**config.mk**
```make
export PLATFORM = sky130hd
export DESIGN_NAME = muldiv_unit_flat
export DESIGN_NICKNAME = d
export VERILOG_FILES = /design/src/rtl/muldiv_if.sv /design/src/rtl/muldiv_unit.sv /design/src/flat_wrapper.sv
export SDC_FILE = /design/constraint.sdc
export NUM_CORES = 1
export LEC_CHECK = 0
export CORE_MARGIN = 3
export CORE_UTILIZATION = 57
export DETAILED_ROUTE_END_ITERATION = 8
export GPL_TIMING_DRIVEN = 0
export PLACE_DENSITY = 0.79
export SYNTH_ARGS = -nofsm -noshare
export SYNTH_HDL_FRONTEND = slang
export SYNTH_SLANG_ARGS = --single-unit
```
**constraint.sdc**
```tcl
create_clock -name clk -period 3.9 [get_ports clk]
set_input_delay 0.78 -clock clk [delete_from_list [all_inputs] [get_ports clk]]
set_output_delay 0.78 -clock clk [all_outputs]
set_load 0.02 [all_outputs]
```
**src/rtl/muldiv_if.sv**
```systemverilog
`default_nettype none
// ============================================================================
// Module      : muldiv_if
// Description : Operation/result bundle between the execute stage and the
//               iterative multiply/divide unit.
// Revision    : 1.0
// ============================================================================
interface muldiv_if #(
    parameter int WIDTH = 32
);
    logic             start;
    logic [1:0]       op;
    logic [WIDTH-1:0] a;
    logic [WIDTH-1:0] b;
    logic             mthi;
    logic             mtlo;
    logic             busy;
    logic             done;
    logic [WIDTH-1:0] hi;
    logic [WIDTH-1:0] lo;

    modport master (
        output start, op, a, b, mthi, mtlo,
        input  busy, done, hi, lo
    );

    modport slave (
        input  start, op, a, b, mthi, mtlo,
        output busy, done, hi, lo
    );
endinterface
`default_nettype wire

```
**src/rtl/muldiv_unit.sv**
```systemverilog
`default_nettype none
// ============================================================================
// Module      : muldiv_unit
// Description : Iterative MULT/MULTU/DIV/DIVU with HI/LO registers, MTHI/MTLO.
// Revision    : 1.0
// ============================================================================
module muldiv_unit #(
    parameter int WIDTH = 32,
    parameter int CW    = 5
) (
    input  logic     clk,
    input  logic     rst_n,
    muldiv_if.slave  bus
);
    typedef enum logic [1:0] {
        S_IDLE = 2'd0,
        S_RUN  = 2'd1,
        S_FIX  = 2'd2
    } state_t;

    state_t           state_q, state_d;
    logic [CW-1:0]    cnt_q, cnt_d;
    logic             is_div_q, is_div_d;
    logic             neg_res_q, neg_res_d;
    logic             neg_rem_q, neg_rem_d;
    logic             divz_q, divz_d;
    logic [WIDTH-1:0] opb_q, opb_d;
    logic [WIDTH-1:0] acc_hi_q, acc_hi_d;
    logic [WIDTH-1:0] acc_lo_q, acc_lo_d;
    logic [WIDTH-1:0] hi_q, hi_d;
    logic [WIDTH-1:0] lo_q, lo_d;
    logic             busy_q, busy_d;
    logic             done_q, done_d;

    logic             w_signed;
    logic             w_a_neg;
    logic             w_b_neg;
    logic [WIDTH-1:0] w_a_mag;
    logic [WIDTH-1:0] w_b_mag;
    logic [WIDTH:0]   w_add;
    logic [WIDTH:0]   w_shift;
    logic [WIDTH:0]   w_diff;
    logic             w_ge;
    logic [2*WIDTH-1:0] w_prod;

    assign w_signed = ~bus.op[0];
    assign w_a_neg  = w_signed & bus.a[WIDTH-1];
    assign w_b_neg  = w_signed & bus.b[WIDTH-1];
    assign w_a_mag  = w_a_neg ? -bus.a : bus.a;
    assign w_b_mag  = w_b_neg ? -bus.b : bus.b;

    // Multiply: acc_lo holds the remaining multiplier bits, product shifts in from the top.
    assign w_add    = {1'b0, acc_hi_q} + {1'b0, (acc_lo_q[0] ? opb_q : {WIDTH{1'b0}})};

    // Divide: partial remainder stays below the divisor, so bit WIDTH of the difference is the borrow.
    assign w_shift  = {acc_hi_q, acc_lo_q[WIDTH-1]};
    assign w_diff   = w_shift - {1'b0, opb_q};
    assign w_ge     = ~w_diff[WIDTH];

    assign w_prod   = neg_res_q ? -{acc_hi_q, acc_lo_q} : {acc_hi_q, acc_lo_q};

    always_comb begin
        state_d   = state_q;
        cnt_d     = cnt_q;
        is_div_d  = is_div_q;
        neg_res_d = neg_res_q;
        neg_rem_d = neg_rem_q;
        divz_d    = divz_q;
        opb_d     = opb_q;
        acc_hi_d  = acc_hi_q;
        acc_lo_d  = acc_lo_q;
        hi_d      = hi_q;
        lo_d      = lo_q;
        busy_d    = busy_q;
        done_d    = 1'b0;
        case (state_q)
            S_IDLE: begin
                if (bus.start) begin
                    state_d   = S_RUN;
                    cnt_d     = '0;
                    busy_d    = 1'b1;
                    is_div_d  = bus.op[1];
                    neg_res_d = w_a_neg ^ w_b_neg;
                    neg_rem_d = w_a_neg;
                    divz_d    = (bus.b == '0);
                    opb_d     = w_b_mag;
                    acc_hi_d  = '0;
                    acc_lo_d  = w_a_mag;
                end else begin
                    if (bus.mthi) hi_d = bus.a;
                    if (bus.mtlo) lo_d = bus.a;
                end
            end
            S_RUN: begin
                cnt_d = cnt_q + 1'b1;
                if (is_div_q) begin
                    acc_hi_d = w_ge ? w_diff[WIDTH-1:0] : w_shift[WIDTH-1:0];
                    acc_lo_d = {acc_lo_q[WIDTH-2:0], w_ge};
                end else begin
                    acc_hi_d = w_add[WIDTH:1];
                    acc_lo_d = {w_add[0], acc_lo_q[WIDTH-1:1]};
                end
                if (cnt_q == CW'(WIDTH-1)) state_d = S_FIX;
            end
            S_FIX: begin
                state_d = S_IDLE;
                busy_d  = 1'b0;
                done_d  = 1'b1;
                if (is_div_q) begin
                    // Divide by zero leaves |a| as remainder; re-signing it restores a.
                    lo_d = divz_q ? {WIDTH{1'b1}} : (neg_res_q ? -acc_lo_q : acc_lo_q);
                    hi_d = neg_rem_q ? -acc_hi_q : acc_hi_q;
                end else begin
                    hi_d = w_prod[2*WIDTH-1:WIDTH];
                    lo_d = w_prod[WIDTH-1:0];
                end
            end
            default: begin
                state_d = S_IDLE;
                busy_d  = 1'b0;
            end
        endcase
    end

    always_ff @(posedge clk or negedge rst_n) begin
        if (!rst_n) begin
            state_q   <= S_IDLE;
            cnt_q     <= '0;
            is_div_q  <= 1'b0;
            neg_res_q <= 1'b0;
            neg_rem_q <= 1'b0;
            divz_q    <= 1'b0;
            opb_q     <= '0;
            acc_hi_q  <= '0;
            acc_lo_q  <= '0;
            hi_q      <= '0;
            lo_q      <= '0;
            busy_q    <= 1'b0;
            done_q    <= 1'b0;
        end else begin
            state_q   <= state_d;
            cnt_q     <= cnt_d;
            is_div_q  <= is_div_d;
            neg_res_q <= neg_res_d;
            neg_rem_q <= neg_rem_d;
            divz_q    <= divz_d;
            opb_q     <= opb_d;
            acc_hi_q  <= acc_hi_d;
            acc_lo_q  <= acc_lo_d;
            hi_q      <= hi_d;
            lo_q      <= lo_d;
            busy_q    <= busy_d;
            done_q    <= done_d;
        end
    end

    assign bus.busy = busy_q;
    assign bus.done = done_q;
    assign bus.hi   = hi_q;
    assign bus.lo   = lo_q;
endmodule
`default_nettype wire
```
**src/flat_wrapper.sv**
```systemverilog
// flat-port wrapper written by rule: the top's interface ports become plain ports
module muldiv_unit_flat 
#(
    parameter int WIDTH = 32,
    parameter int CW    = 5
)
  (clk, rst_n, bus_start, bus_op, bus_a, bus_b, bus_mthi, bus_mtlo, bus_busy, bus_done, bus_hi, bus_lo);
  muldiv_if #(.WIDTH(WIDTH)) bus_i ();
  input  logic clk;
  input  logic rst_n;
  input wire logic [$bits(bus_i.start)-1:0] bus_start;
  input wire logic [$bits(bus_i.op)-1:0] bus_op;
  input wire logic [$bits(bus_i.a)-1:0] bus_a;
  input wire logic [$bits(bus_i.b)-1:0] bus_b;
  input wire logic [$bits(bus_i.mthi)-1:0] bus_mthi;
  input wire logic [$bits(bus_i.mtlo)-1:0] bus_mtlo;
  output wire logic [$bits(bus_i.busy)-1:0] bus_busy;
  output wire logic [$bits(bus_i.done)-1:0] bus_done;
  output wire logic [$bits(bus_i.hi)-1:0] bus_hi;
  output wire logic [$bits(bus_i.lo)-1:0] bus_lo;
  assign bus_i.start = bus_start;
  assign bus_i.op = bus_op;
  assign bus_i.a = bus_a;
  assign bus_i.b = bus_b;
  assign bus_i.mthi = bus_mthi;
  assign bus_i.mtlo = bus_mtlo;
  assign bus_busy = bus_i.busy;
  assign bus_done = bus_i.done;
  assign bus_hi = bus_i.hi;
  assign bus_lo = bus_i.lo;
  muldiv_unit #(.WIDTH(WIDTH), .CW(CW)) u_core (.clk(clk), .rst_n(rst_n), .bus(bus_i));
endmodule
```
==> results.cfg, run 1 <==
[critical_path]
end_kind = flip-flop
reg2reg_from = u_core.acc_lo_q[31]$_DFFE_PN0P_
worst_ep_required_time_ps = 4200
startpoint = u_core.acc_lo_q[31]$_DFFE_PN0P_
arrival_ps = 4010
worstSetupPathType = reg -> reg
r2r_slack_ps = 190
worst_setup_path_start_kind = flip-flop
worst_path_max_delay_cell = dfrtp_2
path_cells = inv_4 > ha_2 > fa_2 > nor2b_2 > o31a_1 > o31a_1 > o211ai_1 > a2111oi_4 > a311oi_4 > buf_4 > buf_4 > mux2_2 > a22oi_1 > o21ai_1
critical-path-max-stage-delay_ps = 470
cp_max_fo = 5

[floorplanning]
die-area_um2 = 26900
core_um2 = 24500
rows = 57
io_pins = 137
die_w_um = 164
die_h_um = 164
initial_core_util_pct = 58.3

[place]
gp_congestion = 1.03
post_dp_cell_area_um2 = 16100
io_buffers = 136
place_inst = 2218
hpwl_um = 37600

[finish]
nFillCells = 2079
drive_gt1_share_pct = 4.40
area.sequential_um2 = 4330
stdcell_count = 2254
final_util_pct = 68.6
fin_area_um2 = 16800
layout_common_cells = nand2_1 (185), o21ai_0 (180), dfrtp_1 (171)
multi_input_area_um2 = 9420
final_common_cell = nand2_1
area_growth_pct = 17.6
diodes = 0
fin_nets = 2060

[detailed_routing]
first_pass_iters = 6
ant_nets = 0
drc_errors = 0
vias_per_cell = 6.46
vias = 14600
wire_per_inst_um = 21.6
drt_iter0_markers = 1545
drt_wl_total_um = 48700

[synthesis]
synthCells = 1757
synth-seq-cells = 173
synth_nets = 1900
dominantRegCellSynth = dfrtp_1
yosysSeqAreaShare_pct = 30.4
syn_area_um2 = 14300
synth-edff-count = 0
synth.distinct_cells = 70
avgSynthCellArea_um2 = 8.11
async_flop_share_pct = 100
yosysWarningCount = 0

[global_route]
track_usage_pct = 36.2
overflow = 0
grt_pass1_wl_um = 76600
grt_max_degree = 109
first_global_vias = 14200
antenna_found_initial = 0

[outcome]
status = finished clean

[run]
drv_cap = 0

[clocking]
clock_path_buffers = 2
path_clk_slew_ps = 80
cts_inserted_buffers = 17
h-tree-depth = 4
cts_tree = done
root_buffer = clkbuf_16
cts.sinks = 173
insertion_delay_ps = 450

[min_path]
hold_class = in -> async

[power]
p_per_area_nw_per_um2 = 1000
irDropWorstVdd_uv = 375
leakage_nw = 6.81

[sta]
rsz0062_at_grt = false
skew_ps = 12.6
max_slew_margin_pct = 30.7
period_needed_ps = 3710
setup_violations = 0
max_freq_mhz = 269
hold_violations = 0
worst_pin_slew_ps = 1030
slew_violations = 0
post-route-period-util_pct = 95.2
-- sequential cells by signal, summed over array words and instances, names as in the netlist, 2 cells and up --
signal,cells
u_core.cnt_q,5
u_core.acc_lo_q,32
u_core.acc_hi_q,32
u_core.bus.lo,32
u_core.bus.hi,32
u_core.opb_q,32
u_core.state_q,2
-- routing by layer --
metal	routed length (um)	vias up	global-route usage, %
met5	0	-	0
met1	18600	6823	44.4
met2	23400	796	61.3
met3	4040	193	5.45
li1	-	6738	-
met4	2730	0	19.3
-- through the flow --
| step | hold slack [ps] | setup TNS [ps] | worst slack (ps) | power (mW) |
|---|---|---|---|---|
| CTS | 430 | 0 | 87.5 | 16.3 |
| floorplan | 449 | 0 | 728 | 11.1 |
| global placement | 462 | -891910 | -5130 | 14.3 |
| detailed placement | 471 | -7760 | -430 | 14.5 |
| global route | 441 | 0 | 3.87 | 18.0 |
| finish | 365 | 0 | 188 | 16.8 |
-- cell families after synthesis --
| kind of cell | count (synthesis) | share of synthesized area, % |
|---|---|---|
| compound gates | 589 | 26.1 |
| fa+ha+maj | 72 | 6.42 |
| xor+xnor | 166 | 10.2 |
| simple gates | 526 | 17.6 |
| mux | 71 | 5.02 |
| flops | 173 | 30.4 |
| buf+inv | 160 | 4.29 |
-- power by group --
group	internal (mW)	switching, mW	total, mW
sequential	2.68	1.07	3.75
combinational	4.71	6.63	11.3
clock	0.843	0.845	1.69
-- layout make-up --
cell class                      instances  share of cell area (%)
Timing Repair Buffer                  143                    8.58
Sequential cell                       173                    25.8
Tap cell                              324                    2.42
Buffer                                 95                    2.28
Multi-Input combinational cell       1424                    56.1
Clock buffer                           18                    2.56
Inverter                               63                    1.42
Clock inverter                         14                   0.768
-- worst paths after layout --
path,end,cells past startpoint
max,u_core.acc_hi_q[11]$_DFFE_PN0P_,14
min,u_core.bus.lo[10]$_DFFE_PN0P_,1
max reg2reg,u_core.acc_hi_q[11]$_DFFE_PN0P_,14
min reg2reg,u_core.opb_q[22]$_DFFE_PN0P_,2
max in group asynchronous,u_core.opb_q[26]$_DFFE_PN0P_,2
min in group clk,u_core.opb_q[22]$_DFFE_PN0P_,2
-- cells in the mapped netlist (all sizes together), types with 5 or more instances --
cell type	n	area, um^2
nand2	185	694
clkbuf	78	293
ha	70	876
buf	19	82.6
or3	30	193
a21oi	156	781
or2	5	31.3
xnor2	78	683
a31oi	17	106
nor3b	5	37.5
o211ai	35	263
inv	62	233
a211oi	15	113
a21o	23	173
o21bai	6	45.0
nand4	11	68.8
a221o	35	350
or4	16	128
o22ai	11	68.8
o31ai	22	170
o21ai	183	916
a22oi	19	143
mux2i	67	671
nor2	128	483
dfrtp	173	4330
nand2b	31	194
nand3	27	135
and2	10	62.6
o221ai	6	52.6
and3	7	43.8
xor2	88	771
a221oi	5	43.8
nor4	15	93.8
o41ai	7	68.8
nor3	29	150
nor2b	19	119
o21a	14	105
-- worst max-delay path: cells and delay by family, from the launching register on --
kind	cells	cell delay [ps]
AO/OA/AOI/OAI	7	1850
buffers and inverters	3	430
flip-flops	1	470
AND/OR/NAND/NOR	1	50
multiplexers	1	340
adder cells (fa/ha/maj)	2	410
-- what timing repair did --
| action | 4_1_cts | 5_1_grt |
|---|---|---|
| hold buffers | 0 | 0 |
| endpoints found under the setup margin | 33 | 40 |
| gates resized for setup | 8 | 24 |
| buffers inserted | 3 | 3 |
| gates cloned | 0 | 0 |
| pin swaps | 2 | 5 |
Note: power is estimated with default switching activity, not from simulation.
==> run 2, diff against run 1 <==
Settings changed: PLACE_DENSITY 0.79 to 0.77.
==> run 2 against run 1 <==
Combinational power about the same. Wire length increased by 2.1%. Maximum frequency decreased by 2.8%. Sequential share of layout area about the same. Hold slack got worse by 61 ps. First-iteration DRC count increased by 5.3%. Utilization about the same. Sequential power about the same. Die area unchanged. Largest power group unchanged. Total power increased by 0.68%.
==> results.cfg, run 2 (synthesized netlist as in run 1, its figures left out) <==
[outcome]
status = finished clean

[floorplanning]
rows = 57
initial_core_util_pct = 58.3
die_h_um = 164
core_um2 = 24500
die-area_um2 = 26900
die_w_um = 164
io_pins = 137

[place]
io_buffers = 136
dp_slack_ps = -473
gp_congestion = 0.997
hpwl_um = 37900

[run]
drv_cap = 0

[clocking]
root_buffer = clkbuf_16
hold_buffers = 0
path_clk_slew_ps = 80
cts.sinks = 173
cts_tree = done
h-tree-depth = 4
clock_path_buffers = 2
insertion_delay_ps = 450
cts_inserted_buffers = 17

[global_route]
grt_pass1_wl_um = 78000
antenna_found_initial = 0
grt_max_degree = 89
first_global_vias = 14500
track_usage_pct = 37.0
overflow = 0

[sta]
hold_violations = 0
skew_ps = 15.5
worst_pin_slew_ps = 1220
setup_violations = 0
max_slew_margin_pct = 17.7
period_needed_ps = 3820
max_freq_mhz = 262
hold-worst-slack_ps = 304
slew_violations = 0
post-route-period-util_pct = 97.9
final.setup.worst_slack_ps = 80.5

[detailed_routing]
vias = 14700
drt_wl_total_um = 49700
vias_per_cell = 6.52
ant_nets = 0
wire_per_inst_um = 22.1
first_pass_iters = 8
drc_errors = 0
drt_iter0_markers = 1627

[critical_path]
end_kind = flip-flop
arrival_ps = 4120
worstSetupPathType = reg -> reg
cp_max_fo = 6
crit_path_frequent_cell = o31a_1
worst_setup_path_start_kind = flip-flop
reg2regPathDepth = 13
worst_path_max_delay_cell = dfrtp_2
path_cells = inv_2 > ha_1 > fa_1 > nor2b_2 > o31a_1 > o31a_1 > o211ai_1 > a2111oi_4 > a311oi_4 > buf_4 > mux2_2 > a22oi_1 > o21ai_0
worst_ep_required_time_ps = 4200
critical-path-max-stage-delay_ps = 480

[finish]
drive_gt1_share_pct = 3.99
final_util_pct = 68.6
fin_nets = 2058
area_growth_pct = 17.7
nFillCells = 2034
layout_common_cells = nand2_1 (185), o21ai_0 (180), dfrtp_1 (172)
final_common_cell = nand2_1
diodes = 0

[min_path]
hold_class = in -> async

[power]
p_per_area_nw_per_um2 = 1010
finalPower_mw = 16.9
leakage_nw = 6.83
irDropWorstVdd_uv = 384
## run 2: where the power goes
group / switching, mW / leakage, nW / internal [mW]
clock network: 0.862 / 0.286 / 0.972
logic: 6.64 / 4.40 / 4.67
registers: 1.07 / 2.14 / 2.68
## run 2: through the flow
step	setup TNS, ps	cell area (um^2)	instances
after floorplan	0	14300	1757
after global placement	-897990	16000	2217
after detailed placement	-9930	16100	2218
after CTS	0	16700	2250
after global routing	-3.32	16800	2252
final	0	16800	2252
## run 2: layout make-up
type	count	area [um^2]	share of cell area, %
clock buffers	18	429	2.56
well taps	324	405	2.42
plain buffers	95	384	2.29
clock inverters	14	171	1.02
flip-flops and latches	173	4330	25.8
inverters	63	236	1.41
multi-input cells	1424	9400	56.0
repair buffers	141	1420	8.49
## run 2: critical path, delay by kind of cell, from the launching register on
family	cells	cell delay, ps
AO/OA/AOI/OAI	7	1960
AND/OR/NAND/NOR	1	70
adder cells (fa/ha/maj)	2	440
buffers and inverters	2	370
multiplexers	1	340
flip-flops	1	480
## run 2: final timing paths
kind	from	endpoint	slack, ps
hold reg to reg	u_core.opb_q[21]$_DFFE_PN0P_	u_core.opb_q[21]$_DFFE_PN0P_	480
setup reg to reg	u_core.acc_lo_q[31]$_DFFE_PN0P_	u_core.acc_hi_q[11]$_DFFE_PN0P_	80
hold / removal	rst_n	u_core.bus.lo[7]$_DFFE_PN0P_	300
min in group clk	u_core.opb_q[21]$_DFFE_PN0P_	u_core.opb_q[21]$_DFFE_PN0P_	480
max in group asynchronous	rst_n	u_core.cnt_q[2]$_DFFE_PN0P_	2710
setup / recovery	u_core.acc_lo_q[31]$_DFFE_PN0P_	u_core.acc_hi_q[11]$_DFFE_PN0P_	80
## run 2: per-layer routing
metal / GRT usage [%] / up-vias / share of wire (%)
li1: - / 6723 / -
met5: 0 / - / 0
met1: 44.5 / 6857 / 38
met3: 5.62 / 238 / 8.4
met2: 62.4 / 855 / 47
met4: 22.1 / 0 / 6.7
## run 2: repair_timing
action,in CTS,in global routing
setup endpoints to repair,34,36
buffers inserted,1,3
gates resized for setup,9,16
pin swaps,1,2
==> RTL change 1, RTL diff (config.mk and constraints of run 1) <==
`hi_q` no longer has a reset.
--- a/src/rtl/muldiv_unit.sv
+++ b/src/rtl/muldiv_unit.sv
@@ -133,7 +133,6 @@
             opb_q     <= '0;
             acc_hi_q  <= '0;
             acc_lo_q  <= '0;
-            hi_q      <= '0;
             lo_q      <= '0;
             busy_q    <= 1'b0;
             done_q    <= 1'b0;
@@ -147,11 +146,14 @@
             opb_q     <= opb_d;
             acc_hi_q  <= acc_hi_d;
             acc_lo_q  <= acc_lo_d;
-            hi_q      <= hi_d;
             lo_q      <= lo_d;
             busy_q    <= busy_d;
             done_q    <= done_d;
         end
+    end
+
+    always_ff @(posedge clk) begin
+        hi_q <= hi_d;
     end
 
     assign bus.busy = busy_q;
Behaviour: not the same (a bounded check fails within 4 cycles, from zero or initial values and one cycle with rst_n low).
==> RTL change 1 against run 1 <==
  * Total power decreased by 4.3%
  * Worst hold slack lost 0.055 ns
  * Wire length rose by 1.0%
  * Area after synthesis shrank 0.83%
  * Non-clock buffer count grew 6
  * Sequential cell count did not move
  * Cell area shrank 0.99%
  * Sequential power decreased by 4%
  * Setup slack worse by 0.090 ns
  * Critical path type unchanged
  * Highest routed layer unchanged
==> RTL change 1: results (changes against run 1) <==
[run_status]
run_status=finished clean  ; unchanged

[global_routing]
maximum_number_of_pins_on_one_net_before_global_route_repair=87  ; was 109
global_route.usage.met2_pct=61.3  ; about the same
grt.total_usage_pct=36.4  ; was 36.2%
first_pass_grt_wire_length_mm=76.1  ; was 76.6 mm

[routing]
met3_length_mm=4.44  ; was 4.04 mm
postRouteWirelength_mm=49.2  ; was 48.7 mm
m1WireLength_mm=19.2  ; was 18.6 mm
detailedRoute.firstIterationViolations=1978  ; was 1545
vias=14500  ; was 14600

[critical_path]
arrival_time_at_the_worst_endpoint_ns=3.98  ; was 4.01 ns
worstPathMaxFanout=10  ; was 5
critical_path.top_delay_family=simple AND/OR/NAND/NOR gates  ; was compound AO/OA/AOI/OAI gates
r2r_cells=11  ; was 14
critical_path.reg2reg.startpoint=u_core.acc_lo_q[0]$_DFFE_PN0P_  ; was u_core.acc_lo_q[31]$_DFFE_PN0P_
max_incr_delay_on_cp_ns=0.50  ; was 0.47 ns
cp_slowest_cell=sky130_fd_sc_hd__dfrtp_1  ; was sky130_fd_sc_hd__dfrtp_2

[timing]
relSlewSlack_pct=19.3  ; was 30.7%

[power_and_ir_drop]
pg_seq_mw=3.59  ; was 3.75 mW
p_sw_mw=8.32  ; was 8.55 mW
comb-power_mw=10.8  ; was 11.3 mW
worst_ir_drop_vdd_uv=526  ; was 375 uV

[finish]
final_nets=2040  ; was 2060

[yosys]
mappedNetlistNets=1883  ; was 1900
synthArstFlopShare_pct=81.5  ; was 100%
synth_commonest_cells=sky130_fd_sc_hd__nand2_1 (216), sky130_fd_sc_hd__o21ai_0 (196), sky130_fd_sc_hd__a21oi_1 (145)  ; was sky130_fd_sc_hd__nand2_1 (185), sky130_fd_sc_hd__o21ai_0 (183), sky130_fd_sc_hd__dfrtp_1 (173)
synth.yosys.seq_area_share_pct=31.8  ; was 30.4%

[RTL change 1: cell types whose count changed in the layout (fill, tap and decap cells not counted), moves of 6 or more]
cell                       change
sky130_fd_sc_hd__edfxtp_1     +32
sky130_fd_sc_hd__nand2_1      +31
sky130_fd_sc_hd__dfrtp_1      -30
sky130_fd_sc_hd__mux2i_1      -19
sky130_fd_sc_hd__nor2_1       -14
sky130_fd_sc_hd__o21ai_0      +14
sky130_fd_sc_hd__a21oi_1      -12
sky130_fd_sc_hd__clkbuf_1     +11
sky130_fd_sc_hd__o21a_1        -8
sky130_fd_sc_hd__buf_2         -6
sky130_fd_sc_hd__o41ai_1       +6
sky130_fd_sc_hd__or4_1         -6
sky130_fd_sc_hd__xnor2_1       +6
[RTL change 1: worst max-delay path by stage]
stage	startpoint	endpoint	slack [ns]	depth (start not counted)
after global routing	u_core.acc_lo_q[0]$_DFFE_PN0P_	u_core.bus.hi[28]$_DFFE_PP_	0.007	11
after floorplan	u_core.acc_lo_q[0]$_DFFE_PN0P_	u_core.acc_hi_q[29]$_DFFE_PN0P_	0.50	14
final	u_core.acc_lo_q[0]$_DFFE_PN0P_	u_core.bus.hi[28]$_DFFE_PP_	0.1	11
after detailed placement	u_core.acc_lo_q[31]$_DFFE_PN0P_	u_core.acc_hi_q[30]$_DFFE_PN0P_	-0.46	12
after global placement	rst_n	u_core.opb_q[31]$_DFFE_PN0P_	-3.95	1
after CTS	u_core.acc_lo_q[31]$_DFFE_PN0P_	u_core.acc_hi_q[30]$_DFFE_PN0P_	0.07	12
[RTL change 1: kinds of logic after synthesis]
logic type | count (synthesis) | share of synthesized area, %
DFF | 173 | 31.8
and+or+nand+nor | 527 | 17.3
buffers and inverters | 167 | 4.52
AOI/OAI and AO/OA | 581 | 25.8
adders and majority gates | 72 | 6.48
muxes | 48 | 3.40
xor gates and xnor gates | 172 | 10.7
[RTL change 1: metrics by stage]
step	std cells	setup WS, ns	cell area, sq um	utilization, %
2_1_floorplan	1740	0.497	14100	-
3_5_place_dp	2201	-0.457	15900	65.5
5_1_grt	2234	0.00676	16600	68.3
4_1_cts	2233	0.0699	16600	68.1
3_3_place_gp	2200	-3.95	15900	65.4
6_report	2234	0.0979	16600	68.3
[RTL change 1: what timing repair did]
item,CTS,global route
hold buffers,0,0
setup buffers,1,2
gates resized for setup,13,8
setup endpoints to repair,36,28
pin swaps,0,2
cloned,0,0
[RTL change 1: cell type report]
cell class              instances  area, sq um
fillers                      2061         7710
repair buffers                140         1410
multi-input cells            1400         9080
clock inverters                14          148
well taps                     324          405
inverters                      61          229
clock buffers                  18          429
plain buffers                 104          415
flip-flops and latches        173         4490
==> RTL change 2, RTL diff (flow settings as in run 1) <==
Made on the original files. `CW` is set to 5 in 2 places; all go to 6.
--- a/src/rtl/muldiv_unit.sv
+++ b/src/rtl/muldiv_unit.sv
@@ -6,7 +6,7 @@
 // ============================================================================
 module muldiv_unit #(
     parameter int WIDTH = 32,
-    parameter int CW    = 5
+    parameter int CW    = 6
 ) (
     input  logic     clk,
     input  logic     rst_n,
--- a/src/flat_wrapper.sv
+++ b/src/flat_wrapper.sv
@@ -2,7 +2,7 @@
 module muldiv_unit_flat 
 #(
     parameter int WIDTH = 32,
-    parameter int CW    = 5
+    parameter int CW    = 6
 )
   (clk, rst_n, bus_start, bus_op, bus_a, bus_b, bus_mthi, bus_mtlo, bus_busy, bus_done, bus_hi, bus_lo);
   muldiv_if #(.WIDTH(WIDTH)) bus_i ();
Behaviour: no difference found for any inputs over 4 cycles, from zero or initial values and one cycle with rst_n low; that may be too few to reach the edited logic, so the function may still have changed.
==> RTL change 2 against run 1 <==
  * The flow now finishes with violations (design-rule violations)
  * Synthesized cell count fell by 2.3%
  * Cell area increased by 0.79%
  * Fmax decreased by 2.8%
  * Sequential cell count rose by 1
  * Critical endpoint is now u_core.bus.hi[10]$_DFFE_PN0P_
  * Wire length is 1.5% lower
  * Clock skew grew 0.0045 ns
  * Die area fell by 0.46%
  * Setup slack worse by 0.11 ns
  * Largest cell class unchanged
  * Area after synthesis down 0.47%
  * Cell count shrank 1.2%
  * Total power shrank 19%
  * Worst hold slack got worse by 0.11 ns
  * Highest routed layer unchanged
==> RTL change 2: results (changes against run 1) <==
[run_status]
run_status=finished with violations  ; was finished clean
failing_checks=design-rule violations

[global_routing]
first_pass_grt_wire_length_mm=75.3  ; was 76.6 mm
grt.total_usage_pct=35.8  ; was 36.2%
maximum_number_of_pins_on_one_net_before_global_route_repair=111  ; was 109

[yosys]
mappedNetlistNets=1858  ; was 1900
synth.yosys.seq_area_share_pct=30.7  ; was 30.4%
synth_commonest_cells=sky130_fd_sc_hd__dfrtp_1 (174), sky130_fd_sc_hd__o21ai_0 (172), sky130_fd_sc_hd__nand2_1 (170)  ; was sky130_fd_sc_hd__nand2_1 (185), sky130_fd_sc_hd__o21ai_0 (183), sky130_fd_sc_hd__dfrtp_1 (173)
yosysWarnings=0  ; unchanged
syn_inst=1716  ; was 1757
post_synth_num_cell_types=73  ; was 70
cell_types_occupying_the_most_area_after_synthesis=sky130_fd_sc_hd__dfrtp_1 (31%), sky130_fd_sc_hd__mux2i_1 (6.1%), sky130_fd_sc_hd__ha_1 (6.1%)  ; was sky130_fd_sc_hd__dfrtp_1 (30%), sky130_fd_sc_hd__o21ai_0 (6.4%), sky130_fd_sc_hd__ha_1 (6.1%)

[critical_path]
critical_path.startpoint=u_core.acc_lo_q[0]$_DFFE_PN0P_  ; was u_core.acc_lo_q[31]$_DFFE_PN0P_
cp_slowest_cell=sky130_fd_sc_hd__or4_4  ; was sky130_fd_sc_hd__dfrtp_2
r2r_cells=16  ; was 14
critical_path.top_delay_family=simple AND/OR/NAND/NOR gates  ; was compound AO/OA/AOI/OAI gates
worstPathMaxFanout=7  ; was 5
max_incr_delay_on_cp_ns=0.56  ; was 0.47 ns

[finish]
clock_area_share_pct=3.49  ; was 3.33%
seq_area_sq_mm=0.00436  ; was 0.00433 sq mm
share_of_cell_area_taken_by_multi_input_logic_gates_pct=55.4  ; was 56.1%
filler_cell_count=2008  ; was 2079
layout.non_clock_inverters=64  ; was 63
nNonClkBuffers=252  ; was 238
final_layout_size_suffix_gt1_share_pct=5.15  ; was 4.40%
final-nonclk-buf-share_pct=11.5  ; was 10.9%
final_nets=2031  ; was 2060

[placed_design]
place.detailed.instances=2177  ; was 2218
gpl.final_weighted_congestion=1.04  ; was 1.03
pre_cts_slack_ns=-1.31  ; was -0.430 ns
hpwl_mm=35.6  ; was 37.6 mm

[timing]
timing.hold.ws_ns=0.258  ; was 0.365 ns
worst_clock_skew_ns=0.0171  ; was 0.0126 ns
worst_slew_pin_slew_ns=0.976  ; was 1.03 ns
achievable-frequency_ghz=0.262  ; was 0.269 GHz

[clock_tree]
post_cts_gate_resize_count=19  ; was 8

[routing]
detailedRoute.firstIterationViolations=1538  ; was 1545
vias=14500  ; was 14600
first_pass_iters=9  ; was 6
detail_route.wl_per_cell_microns=21.6  ; about the same
drc_errors=2  ; was 0

[power_and_ir_drop]
power.leakage_nw=6.93  ; was 6.81 nW

-- RTL change 2: kinds of logic after synthesis --
family	share of synthesized area, %
compound gates	25.8
xor+xnor	10.3
fa+ha+maj	6.37
buf+inv	4.35
flops	30.7
mux	6.22
simple gates	16.3
-- RTL change 2: report_power, final --
part / switching [mW] / internal, mW / total [mW]
Clock: 0.852 / 0.873 / 1.72
Combinational: 4.84 / 3.64 / 8.48
Sequential: 0.905 / 2.44 / 3.35
Total: 6.60 / 6.96 / 13.6
-- RTL change 2: layer usage --
metal  GRT usage, %  wire length, microns  share of wire [%]
met1           42.8                 17900                 37
met2           59.6                 22100                 46
met3           7.99                  4860                 10
met4           20.5                  3200                6.7
met5              0                     0                  0
-- RTL change 2: stage by stage --
step / area [sq um] / util, %
finish: 16900 / 69.3
global route: 16900 / 69.3
CTS: 16700 / 68.5
detailed placement: 16000 / 65.5
global placement: 16000 / 65.4
floorplan: 14200 / -
